$ cat config.mk
export PLATFORM = sky130hd
export DESIGN_NAME = reg_cfg_master_flat
export DESIGN_NICKNAME = d
export VERILOG_FILES = /design/src/rtl/reg_cfg_master_if.sv /design/src/rtl/reg_cfg_master.sv /design/src/flat_wrapper.sv
export SDC_FILE = /design/constraint.sdc
export NUM_CORES = 1
export LEC_CHECK = 0
export CAP_MARGIN = 25
export CORE_ASPECT_RATIO = 0.75
export CORE_UTILIZATION = 25
export DETAILED_ROUTE_END_ITERATION = 6
export PLACE_DENSITY = 0.56
export SLEW_MARGIN = 25
export SYNTH_ARGS = -nofsm -noshare
export SYNTH_HDL_FRONTEND = slang
export SYNTH_SLANG_ARGS = --single-unit
export TNS_END_PERCENT = 50
$ cat constraint.sdc
create_clock -name clk -period 4 [get_ports clk]
set_clock_uncertainty 0.15 [all_clocks]
set_input_delay 0.8 -clock clk [delete_from_list [all_inputs] [get_ports clk]]
set_output_delay 0.8 -clock clk [all_outputs]
set_load 0.01 [all_outputs]
$ cat src/rtl/reg_cfg_master_if.sv
// Register bus between the configuration master and the pixel processor.
// The master drives the write strobe, address and write data. The slave
// returns read data combinationally for the address driven in the same cycle.
interface reg_cfg_master_if;
  logic       reg_write_en;
  logic [4:0] reg_addr;
  logic [7:0] reg_wdata;
  logic [7:0] reg_rdata;

  modport master (
    output reg_write_en,
    output reg_addr,
    output reg_wdata,
    input  reg_rdata
  );

  modport slave (
    input  reg_write_en,
    input  reg_addr,
    input  reg_wdata,
    output reg_rdata
  );
endinterface

$ cat src/rtl/reg_cfg_master.sv
// Configuration master for the pixel processor. One accepted start runs
// these steps, with one bus access per cycle:
//   - poll the status register until it returns the expected value
//   - force bypass mode
//   - load the nine kernel coefficients
//   - write the requested mode
//   - read the mode back to confirm it
// Every output comes straight from a register.
module reg_cfg_master #(
  parameter int          STATUS_RETRIES = 3,
  parameter logic [7:0]  STATUS_MAGIC   = 8'hAA
) (
  input  logic                    clk,
  input  logic                    rst,
  input  logic                    start,
  input  logic [1:0]              cfg_mode,
  input  logic [71:0]             cfg_kernel,
  reg_cfg_master_if.master        bus,
  output logic                    busy,
  output logic                    done,
  output logic [1:0]              err_code
);

  typedef enum logic [2:0] {
    IDLE,
    STAT,
    MSAFE,
    KERN,
    MFINAL,
    RDBK,
    FIN
  } state_t;

  localparam logic [3:0] LAST_TRY    = 4'(STATUS_RETRIES - 1);
  localparam logic [3:0] LAST_COEF   = 4'd8;
  localparam logic [4:0] ADDR_MODE   = 5'h00;
  localparam logic [4:0] ADDR_KERN0  = 5'h04;
  localparam logic [4:0] ADDR_STATUS = 5'h10;
  localparam logic [1:0] ERR_OK      = 2'b00;
  localparam logic [1:0] ERR_STATUS  = 2'b01;
  localparam logic [1:0] ERR_MODE    = 2'b10;

  state_t      state_q;
  logic [3:0]  retry_q;
  logic [3:0]  kIdx_q;
  logic [1:0]  mode_q;
  logic [71:0] kernel_q;
  logic        writeEn_q;
  logic [4:0]  addr_q;
  logic [7:0]  wdata_q;
  logic        busy_q;
  logic        done_q;
  logic [1:0]  err_q;

  logic [3:0]  kIdx_d;
  logic [4:0]  kAddr_d;
  logic [7:0]  kData_d;

  // Address and data of the next coefficient write while walking the kernel.
  always_comb begin
    kIdx_d  = kIdx_q + 4'd1;
    kAddr_d = ADDR_KERN0 + {1'b0, kIdx_d};
    kData_d = 8'(kernel_q >> {kIdx_d, 3'b000});
  end

  // Sequencer. Each state loads the bus registers for the access that the next state performs.
  always_ff @(posedge clk) begin
    if (rst) begin
      state_q   <= IDLE;
      retry_q   <= 4'd0;
      kIdx_q    <= 4'd0;
      mode_q    <= 2'd0;
      kernel_q  <= 72'd0;
      writeEn_q <= 1'b0;
      addr_q    <= 5'd0;
      wdata_q   <= 8'd0;
      busy_q    <= 1'b0;
      done_q    <= 1'b0;
      err_q     <= ERR_OK;
    end else begin
      done_q <= 1'b0;
      case (state_q)
        IDLE: begin
          if (start) begin
            mode_q    <= cfg_mode;
            kernel_q  <= cfg_kernel;
            err_q     <= ERR_OK;
            busy_q    <= 1'b1;
            retry_q   <= 4'd0;
            writeEn_q <= 1'b0;
            addr_q    <= ADDR_STATUS;
            wdata_q   <= 8'd0;
            state_q   <= STAT;
          end
        end
        STAT: begin
          if (bus.reg_rdata == STATUS_MAGIC) begin
            writeEn_q <= 1'b1;
            addr_q    <= ADDR_MODE;
            wdata_q   <= 8'd0;
            state_q   <= MSAFE;
          end else if (retry_q == LAST_TRY) begin
            err_q     <= ERR_STATUS;
            done_q    <= 1'b1;
            addr_q    <= 5'd0;
            state_q   <= FIN;
          end else begin
            retry_q   <= retry_q + 4'd1;
          end
        end
        MSAFE: begin
          kIdx_q    <= 4'd0;
          addr_q    <= ADDR_KERN0;
          wdata_q   <= kernel_q[7:0];
          state_q   <= KERN;
        end
        KERN: begin
          if (kIdx_q == LAST_COEF) begin
            addr_q  <= ADDR_MODE;
            wdata_q <= {6'b0, mode_q};
            state_q <= MFINAL;
          end else begin
            kIdx_q  <= kIdx_d;
            addr_q  <= kAddr_d;
            wdata_q <= kData_d;
          end
        end
        MFINAL: begin
          writeEn_q <= 1'b0;
          addr_q    <= ADDR_MODE;
          wdata_q   <= 8'd0;
          state_q   <= RDBK;
        end
        RDBK: begin
          if (bus.reg_rdata != {6'b0, mode_q}) begin
            err_q <= ERR_MODE;
          end
          done_q  <= 1'b1;
          addr_q  <= 5'd0;
          state_q <= FIN;
        end
        FIN: begin
          busy_q  <= 1'b0;
          state_q <= IDLE;
        end
        default: begin
          writeEn_q <= 1'b0;
          addr_q    <= 5'd0;
          wdata_q   <= 8'd0;
          busy_q    <= 1'b0;
          state_q   <= IDLE;
        end
      endcase
    end
  end

  assign bus.reg_write_en = writeEn_q;
  assign bus.reg_addr     = addr_q;
  assign bus.reg_wdata    = wdata_q;
  assign busy             = busy_q;
  assign done             = done_q;
  assign err_code         = err_q;

endmodule

$ cat src/flat_wrapper.sv
// flat-port wrapper written by rule: the top's interface ports become plain ports
module reg_cfg_master_flat 
#(
  parameter int          STATUS_RETRIES = 3,
  parameter logic [7:0]  STATUS_MAGIC   = 8'hAA
)
  (clk, rst, start, cfg_mode, cfg_kernel, busy, done, err_code, bus_reg_write_en, bus_reg_addr, bus_reg_wdata, bus_reg_rdata);
  reg_cfg_master_if bus_i ();
  input  logic clk;
  input  logic rst;
  input  logic start;
  input  logic [1:0] cfg_mode;
  input  logic [71:0] cfg_kernel;
  output logic busy;
  output logic done;
  output logic [1:0] err_code;
  output wire logic [$bits(bus_i.reg_write_en)-1:0] bus_reg_write_en;
  output wire logic [$bits(bus_i.reg_addr)-1:0] bus_reg_addr;
  output wire logic [$bits(bus_i.reg_wdata)-1:0] bus_reg_wdata;
  input wire logic [$bits(bus_i.reg_rdata)-1:0] bus_reg_rdata;
  assign bus_reg_write_en = bus_i.reg_write_en;
  assign bus_reg_addr = bus_i.reg_addr;
  assign bus_reg_wdata = bus_i.reg_wdata;
  assign bus_i.reg_rdata = bus_reg_rdata;
  reg_cfg_master #(.STATUS_RETRIES(STATUS_RETRIES), .STATUS_MAGIC(STATUS_MAGIC)) u_core (.clk(clk), .rst(rst), .start(start), .cfg_mode(cfg_mode), .cfg_kernel(cfg_kernel), .bus(bus_i), .busy(busy), .done(done), .err_code(err_code));
endmodule
# Word-level counts from Yosys, hierarchy flattened
# Cells that the tools add are included.
[word_totals] reg_bits=103 output_inout_bits=18
[classes] add_sub_neg=3 n_eq_ne=19 shifts=1 n_mux=33 bitwise_logic=4 reduce_logical=16
[ops] op="72-bit by 7-bit right shift with 8-bit output" n=1
[ops] op="8-bit case mux with 5 select lines" n=1
[ops] op="5-bit case mux with 5 select lines" n=1
[ops] op="8-bit 2-to-1 mux" n=3
[ops] op="5-bit 2-to-1 mux" n=4
[ops] op="3-bit case mux with 6 select lines" n=1
[ops] op="4-bit 2-to-1 mux" n=4
[ops] op="4-bit case mux with 2 select lines" n=2
[ops] op="3-bit 2-to-1 mux" n=4
[ops] op="3-bit AND reduction" n=4
[ops] op="3-bit equality test, second input constant" n=3
[ops] op="4-bit by 1-bit adder with 4-bit output, second input constant" n=2
[ops] op="8-bit equality test, second input constant" n=1
[ops] op="2-bit 2-to-1 mux" n=4
[ops] op="2-bit by 1-bit inequality test with 1-bit output, second input constant" n=4
[ops] op="2-bit inequality test, second input constant" n=4
[ops] op="8-bit by 2-bit inequality test with 1-bit output" n=1
[ops] op="3-bit by 2-bit equality test with 1-bit output, second input constant" n=2
[ops] op="2-bit case mux with 3 select lines" n=1
[ops] op="2-bit AND reduction" n=3
[ops] op="3-bit by 4-bit adder with 5-bit output, first input constant" n=1
[ops] op="1-bit 2-to-1 mux" n=5
[ops] op="5-bit AND reduction" n=1
[ops] op="5-bit OR reduction" n=1
[ops] op="13 further kinds" n=18

# Logic depth before layout (Yosys ltp)
# Gate-level depths: netlist (run 1).
[logic_depth] word_depth=4 ltp_mapped=8

# Worst setup path after synthesis (run 1)
# OpenSTA, ideal clock, no wires.
[synth_timing] path_kind="input port to flip-flop" start="input bus_reg_rdata[2]" end="register u_core.err_q[0], in the netlist u_core.err_code[0]" arrival_time_ps=2229 required_ps=3729 path_slack_ps=1500 stages=5 path_buffers=0 path_cell_list="or3_4 > or4_4 > nor3_4 > a2111oi_2 > mux2_4"
[synth_via] elab_chain_cells=3 elab_cells_between_ends=5 classes_between="4 x eq/ne; 1 x reduce/logical"
[synth_rtl] item="from (decl)" line="flat_wrapper.sv:20" text="input wire logic [$bits(bus_i.reg_rdata)-1:0] bus_reg_rdata;"
[synth_rtl] item="8-bit by 2-bit inequality test with 1-bit output or 8-bit equality test (tied branches)" line="reg_cfg_master.sv:135, reg_cfg_master.sv:97"
[synth_rtl] item="2-bit by 1-bit inequality test with 1-bit output (no line) or 2-bit inequality test (tied branches)"
[synth_rtl] item="5-bit AND reduction (no line) (*)"
[synth_rtl] item="to (signal assigned)" line="reg_cfg_master.sv:87" text="err_q <= ERR_OK;"
[synth_rtl] item="to (signal assigned)" line="reg_cfg_master.sv:103" text="err_q <= ERR_STATUS;"
[synth_rtl] item="to (signal assigned)" line="reg_cfg_master.sv:136" text="err_q <= ERR_MODE;"
[synth_rtl] item="to (decl)" line="reg_cfg_master.sv:53" text="logic [1:0] err_q;"
# Mark *: on every way between the ends. The rest lies on a longest branch, timed or not.
# A chain may end at the register's enable or synchronous reset.

# Worst setup path in the final report (run 1)
[layout_timing] start="input bus_reg_rdata[2]" end="register u_core.addr_q[4], in the netlist u_core.bus.reg_addr[4]"
[layout_via] elab_chain_cells=3 elab_cells_between_ends=5 classes_between="2 x eq/ne; 2 x mux; 1 x reduce/logical"
[layout_rtl] item="8-bit equality test (*)" line="reg_cfg_master.sv:97" text="if (bus.reg_rdata == STATUS_MAGIC) begin"
[layout_rtl] item="5-bit 2-to-1 mux or 3-bit by 1-bit inequality test with 1-bit output (tied branches)"
[layout_rtl] item="5-bit case mux with 5 select lines or 3-bit AND reduction (tied branches)"
[layout_rtl] item="to (signal assigned)" line="reg_cfg_master.sv:124" text="addr_q <= kAddr_d;"
[layout_rtl] item="to (decl)" line="reg_cfg_master.sv:49" text="logic [4:0] addr_q;"
# Marked as above.

==> results of run 1 <==
## registers in the layout (all words and copies together) (netlist names), 2 cells and up
name and count:
u_core.bus.reg_addr 5, u_core.bus.reg_wdata 8, u_core.err_code 2, u_core.kIdx_q 4
u_core.kernel_q 72, u_core.mode_q 2, u_core.retry_q 4, u_core.state_q 3
## cells in the final DEF (no fill, tap or decap), types with 2 or more instances in the layout
cell type        netlist  final
xor2_1                 2      2
nor2b_1                4      4
mux2_2                14     14
dfxtp_1              103    103
nor3_1                 6      6
nor3b_1                2      2
ha_1                   5      4
a221oi_1              11     11
xnor2_1                3      3
inv_1                  9      9
nor2_1                22     22
inv_6                  0      3
o21ai_0                5      5
and3b_1                3      3
clkbuf_16              0      9
mux4_2                16     16
buf_4                  1      7
nand2_1              169    168
nand3b_1               2      2
nand2b_1               5      5
clkdlybuf4s50_1        0    101
clkinvlp_4             0      2
a22oi_1               12     12
a21oi_1               94     94
or3_1                  2      2
nand3_1                6      6
## routing by layer
metal  share of wire, %  wire (µm)  global-route usage, %  vias up
met1                 50       6930                   20.5     1990
met3                6.1        844                   3.93        5
li1                   -          -                      -     2095
met4               0.51         70                   3.18        0
met2                 43       5890                   21.6       81
met5                  0          0                      0        -
## layout make-up
| type | count | area share [%] |
|---|---|---|
| multi-input combinational | 408 | 39.7 |
| sequential | 103 | 33.0 |
| timing repair buffer | 109 | 17.3 |
| tap | 247 | 4.95 |
| clock buffer | 10 | 3.67 |
| clock inverter | 6 | 0.801 |
| inverter | 9 | 0.541 |
## how the worst min path moves through the flow
stage	to	slack [ns]	startpoint	depth (start not counted)
after floorplan	u_core.kernel_q[32]	0.28	u_core.kernel_q[32]	2
after global routing	u_core.kernel_q[61]	0.32	u_core.kernel_q[61]	2
final	u_core.kernel_q[29]	0.31	u_core.kernel_q[29]	2
after CTS	u_core.kernel_q[30]	0.31	u_core.kernel_q[30]	2
after global placement	u_core.kernel_q[55]	0.29	u_core.kernel_q[55]	2
after detailed placement	u_core.kernel_q[61]	0.30	u_core.kernel_q[61]	2
## critical path, cell delays in order
cell	delay, ns
clkdlybuf4s50_1	0.40
or3_4	0.42
o311ai_4	0.50
nand2_1	0.24
a221oi_1	0.34
nor2_1	0.06
## metrics by stage
step	utilization, %	total power (µW)
finish	33.8	2790
detailed placement	32.2	1990
floorplan	-	1700
CTS	33.8	2830
global placement	32.2	1980
global route	33.8	2950
## cells by family (layout without fill, tap and decap cells)
group / count (synthesis) / after routing
AO/OA/AOI/OAI: 135 / 135
adder cells (fa/ha/maj): 5 / 5
XOR/XNOR: 6 / 6
flip-flops: 103 / 103
buffers and inverters: 50 / 134
multiplexers: 31 / 31
AND/OR/NAND/NOR: 231 / 231
## power by group through the flow
stage          Combinational, µW  Sequential (µW)  Clock [µW]
2_1_floorplan                477             1220           0
3_3_place_gp                 713             1270           0
3_5_place_dp                 718             1270           0
4_1_cts                      721             1240         866
5_1_grt                      787             1260         904
6_report                     710             1250         838
## synthesized netlist by cell type (all sizes together)
library cell / n
nand2b: 5
or4: 1
a21o: 1
nor4: 1
inv: 9
or3: 3
and3b: 3
a2111oi: 2
mux2: 15
o211ai: 1
o311ai: 1
a221oi: 11
mux4: 16
and3: 1
and2: 2
nand3: 6
a21boi: 1
nor2: 22
o32ai: 1
nor4b: 1
o2111ai: 1
clkbuf: 29
nor3b: 2
buf: 12
a211oi: 1
nand4b: 1
ha: 5
nand2: 169
xor2: 3
a21oi: 94
dfxtp: 103
a311oi: 1
or3b: 1
nor3: 7
a22oi: 12
o21ai: 6
o21bai: 1
nor2b: 4
xnor2: 3
a31oi: 1
nand3b: 2
==> run_results.csv, run 1 <==
group,metric,value,unit
power_and_ir_drop,power_density,447,nW/µm²
power_and_ir_drop,power_frac_seq,44.6,%
critical_path,cp_max_fo,10,
logic_synthesis,syn-cell-area,4740,µm²
detailed_routing,wl,13.7,mm
finish,synthToLayoutAreaGrowth,31.8,%
critical_path,arrival,2.76,ns
detailed_routing,ant_nets,0,
detailed_routing,vias,4171,
global_route,grt_usage,14.4,%
logic_synthesis,synth_cells,561,
critical_path,crit_path_end,"u_core.bus.reg_addr[4]",
critical_path,cp-startpoint,"bus_reg_rdata[2]",
timing,fin_hold_ws,0.305,ns
power_and_ir_drop,p_leak,0.00214,µW
power_and_ir_drop,net-switching-power,899,µW
critical_path,setup.worst_path.class,"in -> reg",
place,dp_hpwl,9.78,mm
floorplan,rows,43,
critical_path,r2r_cells,7,
place,place_ws,0.952,ns
logic_synthesis,netlist.area_leader.share,43.5,%
floorplan,initial_core_util,25.6,%
timing,slew_headroom,40.4,%
critical_path,cp-end-kind,"register",
global_route,grt_max_degree,79,
timing,timing.final.crit_share,67.8,%
cts,htree_levels,3,
logic_synthesis,synthTopCellsByArea,"dfxtp_1 (43%), nand2_1 (13%), a21oi_1 (9.9%)",
cts,clk_pin_slew,0.07,ns
detailed_routing,drc,0,
global_route,grt-ovfl-total,0,
flow_run,maxCapViolCount,0,
timing,grt_setup_unrepaired,"no",
finish,fillers,2014,
cts,cts.sinks,103,
cts,ctsHoldBuffers,0,
power_and_ir_drop,clkPwrFrac,30.0,%
finish,seqCellArea,2060,µm²
finish,stdcell_count,892,
power_and_ir_drop,internal_power,1890,µW
place,portBuffers,102,
power_and_ir_drop,peakVddDrop,206,µV
logic_synthesis,ys_seq_area_share,43.5,%
cts,cts_setup_buffers,0,
power_and_ir_drop,p_sw_share,32.2,%
finish,diodes,0,
logic_synthesis,yosys_warnings,0,
finish,nets,730,
logic_synthesis,yosysTopAreaCell,"dfxtp_1",
floorplan,die-area,19500,µm²
detailed_routing,vias_per_cell,4.68,
finish,finalInstanceArea,6250,µm²
critical_path,r2r_end,"u_core.bus.reg_wdata[0]",
place,dp_cells,876,
logic_synthesis,synthXorXnorAreaFrac,1.27,%
critical_path,rr_startpoint,"u_core.kIdx_q[0]",
timing,setup_viol,0,
logic_synthesis,synth_area_per_cell,8.45,µm²
timing,drv_slew,0,
timing,tns,0,ns
logic_synthesis,synth_top_family_by_area,"simple AND/OR/NAND/NOR gates",
logic_synthesis,synth_compound_area_share,17.4,%
place,placed_area,5970,µm²
logic_synthesis,synth_mux_area_share,11.2,%
global_route,antenna_found_initial,0,
timing,clock.fmax,0.369,GHz
global_route,grt_pass1_wl,21.8,mm
floorplan,die_x,161,µm
place,globalplace.congestion,0.736,
cts,cts_buffers,9,
timing,finalHoldViolCount,0,
finish,drive_gt1_share,10.1,%
worst_hold_path,hp-class,"reg -> reg",
floorplan,ios,103,
critical_path,rrSetupSlack,1.37,ns
cts,cts_resized,0,
logic_synthesis,synthAdderAreaFrac,1.32,%
cts,root_buffer,"clkbuf_16",
timing,min_period,2.71,ns
power_and_ir_drop,pwr-share-comb,25.4,%
finish,multiInputGateArea,2480,µm²
cts,cts_tree,"done",
timing,tightest_slew,0.895,ns
timing,fin_ws,1.29,ns
cts,insertion_delay,0.35,ns
floorplan,dieHeight,121,µm
logic_synthesis,ys_seq_elements,103,
critical_path,cp-start-kind,"input pin",
detailed_routing,routedWlPerCell,15.4,µm
critical_path,required,4.05,ns
logic_synthesis,synth_simple_gate_area_share,20.9,%
floorplan,coreArea,18500,µm²
logic_synthesis,ys_types,48,
outcome,status,"finished, final reports clean",
detailed_routing,dr.pass1.iters,4,
cts,clk_path_buf_depth,2,
detailed_routing,drt_iter0_drc,271,
logic_synthesis,synth.net_count,651,
global_route,grt_pass1_vias,4010,
Note: power is estimated with default switching activity, not from simulation.
==> run 2: changes to the inputs <==
Clock period 4 ns to 2.8 ns, I/O delays scaled along.
==> run 2 against run 1 <==
Net effect:
- core utilization is 0.64 points higher
- worst hold slack got worse by 0.0014 ns
- sequential cell count unchanged
- sequential share of layout area shrank 0.62 points
- clock power increased by 44%
- final area rose by 1.9%
- non-clock buffer count is 13 higher
- combinational power is 49% higher
- register-to-register slack got worse by 0.96 ns
- clock-buffer cell count fell by 1
- critical path depth rose by 2
- sequential power rose by 42%
- critical path type is now reg -> reg
- largest cell class unchanged
==> run_results.csv, run 2 (synthesis gave the netlist of run 1 again) <==
group,metric,value,unit
power_and_ir_drop,peakVddDrop,259,µV
flow_run,maxCapViolCount,0,
global_route,grt_pass1_vias,4077,
floorplan,coreArea,18500,µm²
finish,diodes,0,
place,portBuffers,102,
detailed_routing,wirelength_met1,6.99,mm
cts,cts_tree,"done",
power_and_ir_drop,power_frac_seq,43.8,%
finish,synthToLayoutAreaGrowth,34.3,%
detailed_routing,dr.pass1.iters,4,
detailed_routing,vias_per_cell,4.56,
floorplan,dieHeight,121,µm
critical_path,critical_path_buf_inv_count,3,
floorplan,ios,103,
place,placed_area,6090,µm²
cts,insertion_delay,0.35,ns
floorplan,die_x,161,µm
detailed_routing,top_layer_used,"met4",
cts,htree_levels,3,
power_and_ir_drop,p_leak,0.00221,µW
global_route,grt-ovfl-total,0,
critical_path,cp-end-kind,"register",
detailed_routing,drt_iter0_drc,295,
critical_path,slowest_delay,0.37,ns
timing,tightest_slew,0.637,ns
floorplan,die-area,19500,µm²
critical_path,setup.worst_path.class,"reg -> reg",
floorplan,rows,43,
global_route,grt_max_degree,46,
cts,cts_setup_buffers,0,
detailed_routing,drc,0,
cts,cts.sinks,103,
power_and_ir_drop,power_density,635,nW/µm²
timing,finalHoldViolCount,0,
timing,slew_headroom,57.5,%
critical_path,crit_family,"multiplexers",
detailed_routing,routedWlPerCell,14.9,µm
critical_path,required,2.85,ns
finish,seqCellArea,2060,µm²
detailed_routing,wl_met2,5.75,mm
cts,clk_pin_slew,0.07,ns
global_route,antenna_found_initial,0,
critical_path,cp_slowest_cell,"dfxtp_1",
timing,tns,0,ns
finish,nets,743,
place,globalplace.congestion,0.792,
floorplan,initial_core_util,25.6,%
power_and_ir_drop,internal_power,2750,µW
finish,top_register,"u_core.kernel_q",
power_and_ir_drop,clkPwrFrac,29.9,%
detailed_routing,wl,13.5,mm
power_and_ir_drop,net-switching-power,1300,µW
cts,clk_path_buf_depth,2,
finish,finalInstanceArea,6370,µm²
timing,setup_viol,0,
cts,cts_resized,0,
finish,layout_common_cells,"nand2_1 (168), dfxtp_1 (103), clkdlybuf4s50_1 (101)",
place,dp_hpwl,9.89,mm
finish,multiInputGateArea,2480,µm²
global_route,grt_pass1_wl,21.9,mm
timing,min_period,2.39,ns
detailed_routing,vias,4126,
timing,grt_setup_unrepaired,"no",
finish,final_common_cell,"nand2_1",
cts,cts_buffers,9,
cts,root_buffer,"clkbuf_16",
finish,fillers,1958,
critical_path,cp_max_fo,10,
critical_path,crit_chain,"inv_1, ha_1, buf_4, buf_4, mux4_2, mux2_2, nand2_1, a221oi_1",
finish,drive_gt1_share,11.7,%
finish,largest_register_ffs,72,
outcome,status,"finished, final reports clean",
power_and_ir_drop,p_sw_share,32.1,%
cts,ctsHoldBuffers,0,
timing,clock.fmax,0.418,GHz
worst_hold_path,hp-class,"reg -> reg",
power_and_ir_drop,pwr-share-comb,26.3,%
critical_path,path_common_cell,"buf_4",
power_and_ir_drop,power,4040,µW
critical_path,cp-start-kind,"register",
timing,drv_slew,0,
detailed_routing,dr_wl_met3,650,µm
detailed_routing,ant_nets,0,
global_route,grt_usage,14.4,%
timing,timing.final.crit_share,85.4,%
critical_path,arrival,2.44,ns
[run 2: power by group through the flow]
stage | Clock, µW | Combinational [µW] | Sequential, µW
2_1_floorplan | 0 | 681 | 1750
3_3_place_gp | 0 | 1070 | 1800
3_5_place_dp | 0 | 1080 | 1800
4_1_cts | 1240 | 1080 | 1770
5_1_grt | 1310 | 1190 | 1800
6_report | 1210 | 1060 | 1770
[run 2: final cells by class]
cell class / instances / area share, %
clock buffers: 9 / 3.54
clock inverters: 6 / 0.825
inverters: 9 / 0.531
multi-input cells: 408 / 38.9
flip-flops and latches: 103 / 32.4
well taps: 247 / 4.85
repair buffers: 122 / 18.9
[run 2: stage by stage]
stage	utilization, %	setup WS (ns)	std cells	hold WS, ns
2_1_floorplan	-	0.420	561	0.283
3_3_place_gp	32.9	0.0881	889	0.290
3_5_place_dp	32.9	0.0717	889	0.295
4_1_cts	34.4	0.379	904	0.305
5_1_grt	34.4	0.222	904	0.327
6_report	34.4	0.409	904	0.304
[run 2: path summary, 6_finish.rpt]
path	startpoint	endpoint	slack, ns	depth (start not counted)
worst max-delay path	u_core.kIdx_q[0]	u_core.bus.reg_wdata[1]	0.41	8
worst min-delay path	u_core.kernel_q[58]	u_core.kernel_q[58]	0.30	2
worst max register to register	u_core.kIdx_q[0]	u_core.bus.reg_wdata[1]	0.41	8
worst min register to register	u_core.kernel_q[58]	u_core.kernel_q[58]	0.30	2
[run 2: tightest hold or removal path: stages, from the launching register on]
cell     delay, ns
dfxtp_1       0.31
nand2_1       0.05
a21oi_1       0.05
[run 2: per-layer routing]
metal,vias to the layer above,track usage [%]
met5,-,0
met4,0,3.13
met3,9,3.69
met2,87,21.1
met1,1910,20.9
li1,2120,-
==> run 3: changes to the inputs <==
Settings changed: SLEW_MARGIN 25 to 20.
==> results of run 3 <==
No change in the layout: final DEF, timing and power equal those of run 2.
